### src/rtl/wts_key_pkg.sv
// Shared command codes, default register addresses and channel count for the
// 5-channel key controller.
package wts_key_pkg;

    typedef enum logic [1:0] {
        WTS_KEY_NONE    = 2'b00,
        WTS_KEY_ON      = 2'b01,
        WTS_KEY_RELEASE = 2'b10,
        WTS_KEY_OFF     = 2'b11
    } key_cmd_e;

    localparam int          NUM_CH                 = 5;
    localparam logic [7:0]  WTS_REG_ADDR_KEY       = 8'h40;
    localparam logic [7:0]  WTS_REG_ADDR_GATE_BASE = 8'h48;

endpackage

### src/rtl/wts_key_slot.sv
// Per-channel pending command, keyed status and one-hot command outputs.
// Gate timer (auto-release after gate_len ticks) only when WTS_KEY_GATE_EN is defined.
module wts_key_slot
    import wts_key_pkg::*;
(
    input  logic       clk,
    input  logic       nreset,
    input  logic       wr_hit,
    input  key_cmd_e   wr_cmd,
    input  logic       deliver,
    input  logic       tick,
    input  logic       gate_wr,
    input  logic [7:0] gate_data,
    output key_cmd_e   pending,
    output logic       status,
    output logic       key_on,
    output logic       key_release,
    output logic       key_off
);

    key_cmd_e pend_nxt;
    logic     dlv;
    logic     expire;

    assign dlv = deliver && (pending != WTS_KEY_NONE);

`ifdef WTS_KEY_GATE_EN
    logic [7:0] gate_len;
    logic [7:0] gate_cnt;

    assign expire = tick && (gate_cnt == 8'd1) && (pending == WTS_KEY_NONE) && status;

    // A fresh ON write disarms the timer even if an old ON is delivered on the same edge.
    always_ff @(posedge clk or negedge nreset) begin
        if (!nreset) begin
            gate_len <= '0;
            gate_cnt <= '0;
        end else begin
            if (gate_wr) gate_len <= gate_data;
            if (wr_hit && (wr_cmd == WTS_KEY_ON)) begin
                gate_cnt <= '0;
            end else if (dlv && (pending == WTS_KEY_ON)) begin
                if (gate_len != 8'd0) gate_cnt <= gate_len;
            end else if (dlv) begin
                gate_cnt <= '0;
            end else if (tick && (gate_cnt != 8'd0)) begin
                gate_cnt <= gate_cnt - 8'd1;
            end
        end
    end
`else
    logic unused_gate;
    assign unused_gate = ^{tick, gate_wr, gate_data};
    assign expire      = 1'b0;
`endif

    // CPU write beats both delivery-clear and gate expiry.
    always_comb begin
        pend_nxt = pending;
        if (wr_hit)      pend_nxt = wr_cmd;
        else if (dlv)    pend_nxt = WTS_KEY_NONE;
        else if (expire) pend_nxt = WTS_KEY_RELEASE;
    end

    always_ff @(posedge clk or negedge nreset) begin
        if (!nreset) begin
            pending     <= WTS_KEY_NONE;
            status      <= 1'b0;
            key_on      <= 1'b0;
            key_release <= 1'b0;
            key_off     <= 1'b0;
        end else begin
            pending     <= pend_nxt;
            key_on      <= (pend_nxt == WTS_KEY_ON);
            key_release <= (pend_nxt == WTS_KEY_RELEASE);
            key_off     <= (pend_nxt == WTS_KEY_OFF);
            if (dlv) status <= (pending == WTS_KEY_ON);
        end
    end

endmodule

### src/rtl/wts_key_controller_5ch.sv
// CPU key command decoder for the 5-channel TDM envelope generator: one
// wts_key_slot per channel. Optional gate timers via WTS_KEY_GATE_EN.
module wts_key_controller_5ch
    import wts_key_pkg::*;
#(
    parameter logic [7:0] REG_ADDR_KEY       = WTS_REG_ADDR_KEY,
    parameter logic [7:0] REG_ADDR_GATE_BASE = WTS_REG_ADDR_GATE_BASE
) (
    input  logic       clk,
    input  logic       nreset,
    input  logic [2:0] active,
    input  logic       bus_write,
    input  logic [7:0] bus_address,
    input  logic [7:0] bus_wdata,
    input  logic       tick,
    output logic       ch_a_key_on,
    output logic       ch_b_key_on,
    output logic       ch_c_key_on,
    output logic       ch_d_key_on,
    output logic       ch_e_key_on,
    output logic       ch_a_key_release,
    output logic       ch_b_key_release,
    output logic       ch_c_key_release,
    output logic       ch_d_key_release,
    output logic       ch_e_key_release,
    output logic       ch_a_key_off,
    output logic       ch_b_key_off,
    output logic       ch_c_key_off,
    output logic       ch_d_key_off,
    output logic       ch_e_key_off,
    output logic [4:0] key_status,
    output logic [4:0] key_pending
);

    logic                 key_hit;
    key_cmd_e             wr_cmd;
    logic                 unused_wdata;
    key_cmd_e [NUM_CH-1:0] pend;
    logic [NUM_CH-1:0]    k_on, k_rel, k_off;

    assign key_hit      = bus_write && (bus_address == REG_ADDR_KEY);
    assign wr_cmd       = key_cmd_e'(bus_wdata[6:5]);
    assign unused_wdata = bus_wdata[7];

    for (genvar n = 0; n < NUM_CH; n++) begin : g_slot
        wts_key_slot u_slot (
            .clk        (clk),
            .nreset     (nreset),
            .wr_hit     (key_hit && bus_wdata[n]),
            .wr_cmd     (wr_cmd),
            .deliver    (active == 3'(n)),
            .tick       (tick),
            .gate_wr    (bus_write && (bus_address == REG_ADDR_GATE_BASE + 8'(n))),
            .gate_data  (bus_wdata),
            .pending    (pend[n]),
            .status     (key_status[n]),
            .key_on     (k_on[n]),
            .key_release(k_rel[n]),
            .key_off    (k_off[n])
        );
        assign key_pending[n] = (pend[n] != WTS_KEY_NONE);
    end

    assign {ch_e_key_on, ch_d_key_on, ch_c_key_on, ch_b_key_on, ch_a_key_on} = k_on;
    assign {ch_e_key_release, ch_d_key_release, ch_c_key_release,
            ch_b_key_release, ch_a_key_release} = k_rel;
    assign {ch_e_key_off, ch_d_key_off, ch_c_key_off, ch_b_key_off, ch_a_key_off} = k_off;

endmodule

### config.mk
export PLATFORM = sky130hd
export DESIGN_NAME = wts_key_controller_5ch
export DESIGN_NICKNAME = d
export VERILOG_FILES = /design/src/rtl/wts_key_pkg.sv /design/src/rtl/wts_key_slot.sv /design/src/rtl/wts_key_controller_5ch.sv
export SDC_FILE = /design/constraint.sdc
export NUM_CORES = 1
export LEC_CHECK = 0
export CORE_MARGIN = 2
export CORE_UTILIZATION = 35
export CTS_BUF_LIST = sky130_fd_sc_hd__clkbuf_4 sky130_fd_sc_hd__clkbuf_8
export CTS_CLUSTER_SIZE = 10
export DETAILED_ROUTE_END_ITERATION = 7
export PLACE_DENSITY = 0.63
export REMOVE_ABC_BUFFERS = 1
export SYNTH_ARGS = -nofsm -noshare
export SYNTH_HDL_FRONTEND = slang
export SYNTH_HIERARCHICAL = 1
export SYNTH_SLANG_ARGS = --single-unit
### constraint.sdc
create_clock -name clk -period 2.2 [get_ports clk]
set_input_delay 0.33 -clock clk [delete_from_list [all_inputs] [get_ports clk]]
set_output_delay 0.33 -clock clk [all_outputs]
set_load 0.02 [all_outputs]
==> impl_metrics.ini <==
[drt]
wl_met2_um = 1540
met3WireLength_um = 145
drt_wl_total_um = 3080
drt_iter0_markers = 62
drt_pre_antenna_iters = 4
viasPerCell = 5.08
route.detailed.drc = 0
post_drt_wl_per_cell_um = 13.8
drt.antenna.violating_nets = 0
m1WireLength_um = 1370
top_layer = met4
vias = 1138

[global_route]
antenna_found_initial = 0
track_usage = 0.154
grt_pass1_vias = 1085
grt_max_degree = 31
grt_overflow_total = 0
grt_pass1_wl_um = 4990

[die]
ioPinCount = 48
die_w_um = 66.3
initial_utilization = 0.369
rows = 22
die_h_um = 66.3
die-area_um2 = 4400
core_um2 = 3690

[sta]
drv_slew = 0
hold_viol_final = 0
tightest_slew_ns = 0.572
rsz0062_at_grt = no
max_slew_margin = 0.615
period_needed_ns = 1.89
final-setup-viol-count = 0
fmax_mhz = 528
fin_hold_ws_ns = 0.445
period_share = 0.861
setup_tns_ns = 0
skew_ns = 0.00473

[clock_tree]
cts.sinks = 30
post_cts_resized = 0
clk_latency_ns = 0.27
cts_hold_buf = 0
post_cts_buffers = 0
cts_tree = done
h-tree-depth = 2
root_buffer = clkbuf_8
clk_path_buf_depth = 2
cts_buffers = 5
clk_pin_slew_ns = 0.06

[layout]
final_common_cell = clkdlybuf4s50_1
fillCellCount = 330
layout.nets = 200
final_cells = 224
final_cell_mix = clkdlybuf4s50_1, dfrtp_1, nand2b_1
diodes = 0
fin_util = 0.542
drive_gt1_frac = 0.170
area_growth_pct = 46.9

[min_path]
hold_path.class = in2async

[power]
power_density_nw_per_um2 = 544
ir_drop_mv = 0.402
power_leakage_uw = 0.000827

[run_status]
status = finished, final reports clean

[placed_design]
io_buffers = 45
dp_hpwl_um = 2300
dp_cells = 218
place.gp.congestion = 0.718

[setup_path]
critPathArrivalTime_ns = 1.56
required_ns = 1.87
path_max_fanout = 5
crit_type = reg2out
r2r_slack_ns = 1.33
worst_setup_path_end_kind = output pin
crit_path_start_kind = register

[yosys]
ys.warnings.count = 6
synthCells = 119
netlist_area_um2 = 1360
synth_area_per_cell_um2 = 11.4

[job]
maxCapViolCount = 0
## sequential cells by signal (all words and copies together), names as in the netlist
register	count
g_slot.u_slot/key_release	5
g_slot.u_slot/key_off	5
g_slot.u_slot/key_on	5
g_slot.u_slot/status	5
g_slot.u_slot/pending	10
## stage by stage
| step | total power (uW) | cell area [um^2] | setup WS, ns |
|---|---|---|---|
| floorplan | 596 | 1350 | 0.376 |
| global placement | 672 | 1920 | 0.100 |
| detailed placement | 674 | 1920 | 0.102 |
| CTS | 1100 | 2000 | 0.295 |
| global route | 1140 | 2000 | 0.242 |
| finish | 1090 | 2000 | 0.305 |
## metal layers
layer	track usage	up-vias
met5	0	-
li1	-	552
met1	0.186	554
met2	0.256	30
met3	0.0579	2
met4	0.0459	0
## area by class of cell
type | count | area [um^2] | area share
multi-input combinational | 87 | 594 | 0.297
sequential | 30 | 751 | 0.376
tap | 48 | 60.1 | 0.0301
timing repair buffer | 53 | 510 | 0.255
clock buffer | 6 | 82.6 | 0.0413
## power breakdown
| group | internal, uW | total [uW] | switching [uW] |
|---|---|---|---|
| logic | 56.0 | 104 | 47.6 |
| clock network | 240 | 423 | 182 |
| registers | 557 | 560 | 3.19 |
## worst max-delay path, cell delays in order (launching register included)
cell and delay [ns]:
dfrtp_1 0.43, or2_2 0.32, clkdlybuf4s50_1 0.54
## path summary, 6_finish.rpt
check	startpoint	endpoint	depth (start not counted)
max	g_slot[1].u_slot/pending[1]	key_pending[1]	2
min	nreset	g_slot[0].u_slot/key_on	2
max reg2reg	g_slot[1].u_slot/pending[1]	g_slot[1].u_slot/key_release	2
min reg2reg	g_slot[0].u_slot/pending[1]	g_slot[0].u_slot/status	1
max in group asynchronous	nreset	g_slot[1].u_slot/status	2
min in group clk	g_slot[0].u_slot/pending[1]	g_slot[0].u_slot/status	1
Power figures use the tool's default switching activity.
